## src/rtl/wb_write_arbiter.sv

```systemverilog
// wb_write_arbiter: merges ALU writeback and an in-order LSU result queue onto one regfile write port (optional bypass: WB_BYPASS_EN).
// Latency: ALU write 1 cycle to wr_*, LSU accept to earliest wr_* 2 cycles.
// Backpressure: lsu_ready low while queue full; alu_stall pulses one cycle to force a drain after STARVE_MAX ALU wins.
module wb_write_arbiter #(
  parameter int DEPTH      = 4,
  parameter int STARVE_MAX = 8
) (
  input  logic        clk,
  input  logic        reset,
  input  logic        alu_valid,
  input  logic [4:0]  alu_rd,
  input  logic [31:0] alu_data,
  output logic        alu_stall,
  input  logic        lsu_valid,
  output logic        lsu_ready,
  input  logic [4:0]  lsu_rd,
  input  logic [31:0] lsu_data,
  output logic        wr_en,
  output logic [4:0]  wr_addr,
  output logic [31:0] wr_data,
  input  logic [4:0]  rd_addr1,
  input  logic [4:0]  rd_addr2,
  output logic        pend_hit1,
  output logic        pend_hit2,
  output logic        byp_valid1,
  output logic        byp_valid2,
  output logic [31:0] byp_data1,
  output logic [31:0] byp_data2
);
  localparam int AW = $clog2(DEPTH);
  localparam int PW = AW + 1;
  localparam int CW = $clog2(STARVE_MAX + 1);

  logic [DEPTH-1:0] q_live;
  logic [4:0]       q_rd   [DEPTH];
  logic [31:0]      q_data [DEPTH];
  logic [PW-1:0]    wr_ptr, rd_ptr, count;
  logic [AW-1:0]    head_idx, tail_idx;
  logic [CW-1:0]    starve_cnt;
  logic             full, empty, accept, enq, alu_win, pop, enq_killed;
  logic [DEPTH-1:0] match1, match2;

  assign head_idx   = rd_ptr[AW-1:0];
  assign tail_idx   = wr_ptr[AW-1:0];
  assign count      = wr_ptr - rd_ptr;
  assign empty      = (wr_ptr == rd_ptr);
  assign full       = (wr_ptr[AW] != rd_ptr[AW]) && (head_idx == tail_idx);
  assign lsu_ready  = !full && !reset;
  assign accept     = lsu_valid && lsu_ready;
  assign enq        = accept && (lsu_rd != 5'd0);
  // alu_valid is ignored during a forced drain, so a stall cycle always pops
  assign alu_win    = !alu_stall && alu_valid && (alu_rd != 5'd0);
  assign pop        = !alu_win && !empty;
  // ALU write is younger than a same-cycle LSU accept to the same register
  assign enq_killed = alu_win && (alu_rd == lsu_rd);

  always_ff @(posedge clk) begin
    if (enq) begin
      q_rd[tail_idx]   <= lsu_rd;
      q_data[tail_idx] <= lsu_data;
    end
  end

  always_ff @(posedge clk) begin
    if (reset) begin
      wr_ptr     <= '0;
      rd_ptr     <= '0;
      q_live     <= '0;
      starve_cnt <= '0;
      alu_stall  <= 1'b0;
      wr_en      <= 1'b0;
      wr_addr    <= 5'd0;
      wr_data    <= 32'd0;
    end else begin
      wr_en     <= 1'b0;
      alu_stall <= 1'b0;
      if (alu_win) begin
        wr_en   <= 1'b1;
        wr_addr <= alu_rd;
        wr_data <= alu_data;
        for (int i = 0; i < DEPTH; i++) begin
          if (q_rd[i] == alu_rd) q_live[i] <= 1'b0;
        end
      end else if (pop) begin
        wr_en   <= q_live[head_idx];
        wr_addr <= q_rd[head_idx];
        wr_data <= q_data[head_idx];
      end
      if (pop) begin
        q_live[head_idx] <= 1'b0;
        rd_ptr           <= rd_ptr + 1'b1;
      end
      if (enq) begin
        q_live[tail_idx] <= !enq_killed;
        wr_ptr           <= wr_ptr + 1'b1;
      end
      if (empty || pop) begin
        starve_cnt <= '0;
      end else if (alu_win) begin
        starve_cnt <= starve_cnt + 1'b1;
        if (starve_cnt == CW'(STARVE_MAX - 1)) alu_stall <= 1'b1;
      end
    end
  end

  // match bits are indexed by age: bit 0 is the head (oldest)
  always_comb begin
    match1 = '0;
    match2 = '0;
    for (int k = 0; k < DEPTH; k++) begin
      if ((PW'(k) < count) && q_live[head_idx + AW'(k)]) begin
        match1[k] = (rd_addr1 != 5'd0) && (q_rd[head_idx + AW'(k)] == rd_addr1);
        match2[k] = (rd_addr2 != 5'd0) && (q_rd[head_idx + AW'(k)] == rd_addr2);
      end
    end
  end

  assign pend_hit1 = |match1;
  assign pend_hit2 = |match2;

`ifdef WB_BYPASS_EN
  always_comb begin
    byp_data1 = 32'd0;
    byp_data2 = 32'd0;
    for (int k = 0; k < DEPTH; k++) begin
      if (match1[k]) byp_data1 = q_data[head_idx + AW'(k)];
      if (match2[k]) byp_data2 = q_data[head_idx + AW'(k)];
    end
  end
  assign byp_valid1 = pend_hit1;
  assign byp_valid2 = pend_hit2;
`else
  assign byp_valid1 = 1'b0;
  assign byp_valid2 = 1'b0;
  assign byp_data1  = 32'd0;
  assign byp_data2  = 32'd0;
`endif

endmodule

```

## config.mk

```make
export PLATFORM = sky130hd
export DESIGN_NAME = wb_write_arbiter
export DESIGN_NICKNAME = d
export VERILOG_FILES = /design/src/rtl/wb_write_arbiter.sv
export SDC_FILE = /design/constraint.sdc
export NUM_CORES = 1
export LEC_CHECK = 0
export CAP_MARGIN = 10
export CORE_MARGIN = 2
export CORE_UTILIZATION = 51
export CTS_CLUSTER_SIZE = 20
export DETAILED_ROUTE_END_ITERATION = 7
export HOLD_SLACK_MARGIN = 0.05
export PLACE_DENSITY = 0.85
export SETUP_SLACK_MARGIN = 0.05
export SLEW_MARGIN = 10
export SYNTH_ARGS = -nofsm -noshare
export SYNTH_HDL_FRONTEND = slang
export SYNTH_SLANG_ARGS = --single-unit
```

## constraint.sdc

```tcl
create_clock -name clk -period 7.7 [get_ports clk]
set_input_delay 1.155 -clock clk [delete_from_list [all_inputs] [get_ports clk]]
set_output_delay 1.155 -clock clk [all_outputs]
set_load 0.05 [all_outputs]
```

==> results of run 1 <==
[metal layers]
metal | vias up | wire length [um]
met4 | 0 | 588
met3 | 44 | 1240
li1 | 2696 | -
met2 | 227 | 10400
met1 | 2970 | 8530
met5 | - | 0
[state kept, by name, summed over array words and instances, names as in the netlist, named ones only]
signal and count:
alu_stall 1, q_data 128, q_live 4, q_rd 20, rd_ptr 3, starve_cnt 4, wr_addr 5, wr_data 32
wr_en 1, wr_ptr 3
[where the power goes]
part	internal, mW	total (mW)	switching (mW)	leakage, nW
Clock	0.617	1.02	0.404	0.341
Sequential	1.22	1.26	0.0415	1.80
Combinational	0.268	0.696	0.428	1.75
Total	2.11	2.98	0.873	3.89
[final cells by class]
cell class | instances | area [um^2]
fillers | 1387 | 7090
flip-flops and latches | 203 | 5550
multi-input cells | 446 | 3580
repair buffers | 136 | 1340
clock buffers | 22 | 508
well taps | 234 | 293
clock inverters | 14 | 191
inverters | 8 | 30.0
[worst max-delay path, cell delays in order, from the launching register on]
cell and delay [ps]:
dfxtp_1 590, inv_1 210, ha_1 700, mux4_2 610, xor2_1 160, or4_1 510
o22ai_1 160, a311oi_1 60, a21oi_1 130, clkdlybuf4s50_1 810
[cell usage after synthesis, types with 3 or more instances]
cell type | number | area [um^2]
mux4_1 | 4 | 105
ha_1 | 11 | 138
inv_1 | 8 | 30.0
nand4b_1 | 3 | 26.3
edfxtp_1 | 148 | 4440
nand3_1 | 6 | 30.0
and2_1 | 3 | 18.8
buf_1 | 5 | 18.8
buf_2 | 13 | 65.1
xor2_1 | 34 | 298
nand4_1 | 10 | 62.6
nor3_1 | 10 | 50.1
nor4_1 | 3 | 18.8
dfxtp_1 | 55 | 1100
clkbuf_1 | 29 | 109
xnor2_1 | 38 | 333
a311oi_1 | 35 | 307
a21oi_1 | 13 | 65.1
nor2_1 | 53 | 199
mux4_2 | 52 | 1170
buf_4 | 66 | 495
nand2_1 | 83 | 312
[kinds of logic after synthesis]
| logic type | after synthesis |
|---|---|
| DFF | 203 |
| and+or+nand+nor | 179 |
| buffers and inverters | 123 |
| adders and majority gates | 12 |
| xor gates and xnor gates | 73 |
| muxes | 57 |
| AOI/OAI and AO/OA | 59 |
| other | 1 |
[how the worst max path moves through the flow]
stage / startpoint / end / slack (ps) / cells past startpoint
3_5_place_dp: rd_ptr[1] / pend_hit1 / 2590 / 9
3_3_place_gp: rd_ptr[1] / pend_hit1 / 2650 / 9
4_1_cts: rd_ptr[1] / pend_hit1 / 2050 / 9
5_1_grt: rd_ptr[1] / pend_hit1 / 1780 / 9
2_1_floorplan: rd_ptr[1] / pend_hit1 / 3150 / 9
6_report: rd_ptr[1] / pend_hit1 / 2090 / 9
[stage by stage]
| step | total power, mW | hold WS [ps] | std cells | worst slack (ps) | utilization |
|---|---|---|---|---|---|
| after floorplan | 1.81 | 417 | 772 | 3150 | - |
| after global placement | 1.98 | 425 | 1027 | 2650 | 0.581 |
| after detailed placement | 1.98 | 434 | 1027 | 2590 | 0.581 |
| after CTS | 3.00 | 459 | 1063 | 2050 | 0.619 |
| after global routing | 3.09 | 476 | 1063 | 1780 | 0.619 |
| final | 2.98 | 459 | 1063 | 2090 | 0.619 |
[cell usage in the layout, fill, tap and decap left out, drive strengths merged]
master,n
buf,8
ha,11
mux2i,1
bufinv,4
xor2,34
and2,3
dfxtp,55
nor3,10
clkinv,10
a211oi,1
nand4b,3
o311a,1
a311oi,35
nor2b,2
clkdlybuf4s50,128
nand3,6
or3,2
nor2,53
xnor3,1
o22ai,1
nand2,83
conb,66
inv,8
o21ai,2
and3,1
edfxtp,148
a31oi,2
o21a,2
o21ba,1
or4,3
o31ai,1
clkbuf,22
a21oi,13
mux4,56
nor4,3
xnor2,38
nand4,10
fa,1
==> impl_metrics.sql, run 1 <==
INSERT INTO impl_metrics (metric_group, metric, value, unit) VALUES
('run_status', 'outcome', 'complete, no violations', ''),
('synth', 'syn_inst', '707', ''),
('worst_setup_path', 'r2r-end', 'q_data[3][29]', ''),
('worst_setup_path', 'critPathMaxFanout', '13', ''),
('worst_hold_path', 'whs_endpoint', 'starve_cnt[0]', ''),
('place', 'detailed_place_hpwl', '13400', 'um'),
('worst_setup_path', 'worstSetupEndpointType', 'output port', ''),
('synth', 'post_synth_num_cell_types', '41', ''),
('place', 'placement.io_buffers', '129', ''),
('clock_tree', 'clkTransAtPathRegs', '60', 'ps'),
('detailed_routing', 'routed_wire_length_per_instance', '19.5', 'um'),
('finish', 'synthToLayoutAreaGrowth', '19.5', '%'),
('synth', 'synth_compound_area_frac', '0.0472', ''),
('clock_tree', 'postCtsResizedCells', '0', ''),
('floorplan', 'core_area', '18600', 'um^2'),
('global_routing', 'grt.met1_usage', '0.275', ''),
('timing', 'report.final.slew_viol_count', '0', ''),
('clock_tree', 'cts.hold.buffers_added', '0', ''),
('worst_setup_path', 'worst_r2r_startpoint', 'rd_ptr[1]', ''),
('detailed_routing', 'drt_wl_total', '20700', 'um'),
('timing', 'setup_violations', '0', ''),
('timing', 'worst_slew_pin_slew', '1050', 'ps'),
('synth', 'synth_seq_cells', '203', ''),
('finish', 'finish.net_count', '915', ''),
('floorplan', 'std_cell_rows', '50', ''),
('global_routing', 'first_global_vias', '5868', ''),
('clock_tree', 'clock_latency', '500', 'ps'),
('worst_hold_path', 'min_delay_path_depth', '1', ''),
('synth', 'synth_top_family_by_area', 'multiplexers', ''),
('finish', 'post-route-cell-area', '11500', 'um^2'),
('clock_tree', 'postCtsSetupBuffers', '0', ''),
('detailed_routing', 'detail_route.drc_violations', '0', ''),
('detailed_routing', 'ant_nets', '0', ''),
('global_routing', 'grt_max_degree', '68', ''),
('synth', 'synth_enable_flop_cells', '148', ''),
('synth', 'yosysWarnings', '0', ''),
('timing', 'setup_total_negative_slack', '0', 'ps'),
('clock_tree', 'root_buffer', 'clkbuf_16', ''),
('place', 'gp_congestion', '0.956', ''),
('timing', 'tcrit_tclk_final', '0.728', ''),
('global_routing', 'gr-total-overflow', '0', ''),
('power', 'peak_ir_drop_on_the_vdd_network', '0.202', 'mV'),
('finish', 'post_route_cells_drive_above_1_share', '0.118', ''),
('clock_tree', 'ctsLongestPathBuffers', '3', ''),
('worst_hold_path', 'hold_path.startpoint', 'starve_cnt[0]', ''),
('floorplan', 'floorplan.initialDensity', '0.518', ''),
('synth', 'synth.cell_area', '9620', 'um^2'),
('synth', 'async_reset_ff_frac', '0', ''),
('timing', 'finalHoldViolCount', '0', ''),
('worst_setup_path', 'cp_data_arrival_time', '4450', 'ps'),
('floorplan', 'i_o_pin_cnt', '196', ''),
('synth', 'synth_xor_area_frac', '0.0679', ''),
('timing', 'final.min_clock_period', '5610', 'ps'),
('synth', 'synth.mux.area_fraction', '0.134', ''),
('detailed_routing', 'drt-initial-drc-count', '351', ''),
('global_routing', 'grt_antenna_before_repair', '0', ''),
('synth', 'syn_avg_cell_area', '13.6', 'um^2'),
('worst_setup_path', 'cp_data_required_time', '6550', 'ps'),
('floorplan', 'die_height', '141', 'um'),
('detailed_routing', 'vias', '5937', ''),
('finish', 'antennaDiodeCount', '0', ''),
('synth', 'synth_flop_cell', 'edfxtp_1', ''),
('global_routing', 'routing_usage_on_met2', '0.353', ''),
('worst_setup_path', 'cp-start-kind', 'register', ''),
('timing', 'clock-skew-final', '23.9', 'ps'),
('clock_tree', 'htree_levels', '1', ''),
('global_routing', 'met3_track_utilization_from_global_routing', '0.0364', ''),
('job', 'max-cap-violations', '0', ''),
('synth', 'synth_fa_ha_area_frac', '0.0164', ''),
('floorplan', 'dieArea', '20000', 'um^2'),
('global_routing', 'global_route_wire_length_before_repair', '32300', 'um');
(Power assumes the default switching activity.)
==> inputs of run 2 (changes only) <==
CORE_UTILIZATION = 47   (was 51)
PLACE_DENSITY = 0.83   (was 0.85)
clock period = 5.15 ns   (was 7.7 ns; I/O delays follow)
==> impl_metrics.sql, run 2 (synthesis results as in run 1) <==
INSERT INTO impl_metrics (metric_group, metric, value, unit) VALUES
('worst_setup_path', 'crit_path_top_delay_cell', 'clkdlybuf4s50_1', ''),
('clock_tree', 'cts_inserted_buffers', '20', ''),
('timing', 'clock-skew-final', '12.8', 'ps'),
('worst_setup_path', 'cp-start-kind', 'register', ''),
('finish', 'largest_reg_flops', '128', ''),
('finish', 'most_used_cells_in_the_layout_excluding_fill_and_tap_cells', 'edfxtp_1, clkdlybuf4s50_1, nand2_1', ''),
('clock_tree', 'htree_levels', '1', ''),
('detailed_routing', 'routed_wire_length_per_instance', '19.1', 'um'),
('detailed_routing', 'ant_nets', '0', ''),
('clock_tree', 'cts_sinks', '203', ''),
('timing', 'tcrit_tclk_final', '0.921', ''),
('timing', 'fmaxAchievable', '211', 'MHz'),
('place', 'detailed_place_hpwl', '13900', 'um'),
('global_routing', 'grt_antenna_before_repair', '4', ''),
('worst_setup_path', 'cp_data_required_time', '4380', 'ps'),
('floorplan', 'floorplan.initialDensity', '0.477', ''),
('power', 'power_density', '378', 'nW/um^2'),
('clock_tree', 'clkTransAtPathRegs', '60', 'ps'),
('place', 'gp_congestion', '0.909', ''),
('detailed_routing', 'route.met2.wl', '10500', 'um'),
('clock_tree', 'postCtsSetupBuffers', '0', ''),
('detailed_routing', 'topRoutingLayerUsed', 'met5', ''),
('clock_tree', 'clock_latency', '480', 'ps'),
('timing', 'report.final.slew_viol_count', '0', ''),
('detailed_routing', 'wirelength_met1', '8620', 'um'),
('worst_setup_path', 'critPathMaxStageDelay', '810', 'ps'),
('finish', 'post_route_cells_drive_above_1_share', '0.127', ''),
('worst_setup_path', 'critPathKind', 'register to output port', ''),
('floorplan', 'horizontal_extent_of_the_die', '147', 'um'),
('detailed_routing', 'wl_met3', '1530', 'um'),
('detailed_routing', 'detail_route.drc_violations', '0', ''),
('detailed_routing', 'viasPerCell', '5.43', ''),
('global_routing', 'gr-total-overflow', '0', ''),
('floorplan', 'die_height', '147', 'um'),
('detailed_routing', 'dr.pass1.iters', '5', ''),
('power', 'peak_ir_drop_on_the_vdd_network', '0.360', 'mV'),
('finish', 'instances_no_fill', '1103', ''),
('worst_hold_path', 'worstHoldPathType', 'register to register', ''),
('finish', 'layout.core_utilization', '0.572', ''),
('finish', 'biggestRegsByFlops', 'q_data: 128 flops, wr_data: 32 flops, q_rd: 20 flops', ''),
('worst_setup_path', 'worstSetupEndpointType', 'output port', ''),
('global_routing', 'track_usage', '0.192', ''),
('power', 'p_leak', '3.90', 'nW'),
('timing', 'rsz_0062_raised_after_global_routing', 'false', ''),
('clock_tree', 'root_buffer', 'clkbuf_16', ''),
('floorplan', 'i_o_pin_cnt', '196', ''),
('worst_setup_path', 'cp_num_buf_inv', '3', ''),
('worst_setup_path', 'critPathMaxFanout', '13', ''),
('place', 'placement.io_buffers', '129', ''),
('floorplan', 'std_cell_rows', '52', ''),
('worst_setup_path', 'cp_data_arrival_time', '3970', 'ps'),
('finish', 'largest-register', 'q_data', ''),
('finish', 'layout_commonest_cell', 'edfxtp_1', ''),
('worst_setup_path', 'timing.critical_path.max_delay_family', 'buffers and inverters', ''),
('place', 'place_inst', '1064', ''),
('timing', 'setup_violations', '0', ''),
('timing', 'final.min_clock_period', '4740', 'ps'),
('clock_tree', 'tritoncts', 'built', ''),
('detailed_routing', 'drt-initial-drc-count', '535', ''),
('timing', 'setup_total_negative_slack', '0', 'ps'),
('clock_tree', 'postCtsResizedCells', '0', ''),
('worst_setup_path', 'path_cells', 'buf_4 > inv_1 > ha_1 > mux4_1 > xor2_1 > nor4_1 > a31oi_1 > a21oi_1 > clkdlybuf4s50_1', ''),
('global_routing', 'first_global_vias', '5983', ''),
('clock_tree', 'ctsLongestPathBuffers', '3', ''),
('finish', 'synthToLayoutAreaGrowth', '19.9', '%'),
('finish', 'finish.net_count', '916', ''),
('finish', 'layout.filler_cells', '1587', ''),
('floorplan', 'core_area', '20200', 'um^2'),
('floorplan', 'dieArea', '21600', 'um^2'),
('detailed_routing', 'drt_wl_total', '21000', 'um'),
('clock_tree', 'cts.hold.buffers_added', '0', ''),
('global_routing', 'grt_max_degree', '69', ''),
('detailed_routing', 'vias', '5984', ''),
('job', 'max-cap-violations', '0', ''),
('timing', 'worst_slew_margin_rel', '0.286', ''),
('timing', 'worst_slew_pin_slew', '1070', 'ps'),
('run_status', 'outcome', 'complete, no violations', ''),
('global_routing', 'global_route_wire_length_before_repair', '32600', 'um'),
('timing', 'finalHoldViolCount', '0', '');
[run 2: layout make-up]
class                           count  area, um^2  share of cell area
Multi-Input combinational cell    446        3590               0.311
Sequential cell                   203        5550               0.481
Timing Repair Buffer              137        1360               0.118
Clock buffer                       25         571              0.0495
Inverter                            8        30.0             0.00260
Tap cell                          270         338              0.0293
Antenna cell                        3        7.51            0.000651
Clock inverter                     11        91.3             0.00792
[run 2: final timing paths]
| path | startpoint | to | slack, ps | cells past startpoint |
|---|---|---|---|---|
| worst min-delay path | starve_cnt[0] | starve_cnt[0] | 460 | 1 |
| worst max register to register | rd_ptr[0] | q_data[3][29] | 2120 | 8 |
| worst min register to register | starve_cnt[0] | starve_cnt[0] | 460 | 1 |
| worst max-delay path | rd_ptr[1] | pend_hit2 | 410 | 9 |
[run 2: stage by stage]
step           hold WS [ps]  power [mW]  cell area, um^2  setup WS, ps
2_1_floorplan           417        2.71             9860           979
3_3_place_gp            431        2.95            10900           914
3_5_place_dp            447        2.97            10900           894
4_1_cts                 465        4.39            11500           378
5_1_grt                 480        4.52            11500           182
6_report                462        4.36            11500           405
[run 2: power breakdown]
part | total, mW | switching [mW] | internal, mW
sequential | 1.89 | 0.0585 | 1.83
combinational | 1.04 | 0.643 | 0.402
clock | 1.43 | 0.585 | 0.842
total | 4.36 | 1.29 | 3.07
[run 2: per-layer routing]
metal / global-route usage / vias up
met2: 0.329 / 242
met1: 0.253 / 3011
met4: 0.0500 / 2
met3: 0.0394 / 26
li1: - / 2703
met5: 0 / -
==> inputs of run 3 (changes only) <==
SKIP_CTS_REPAIR_TIMING = 1   (was unset)
==> results of run 3 <==
Final layout, timing and power as in run 2 (identical DEF).
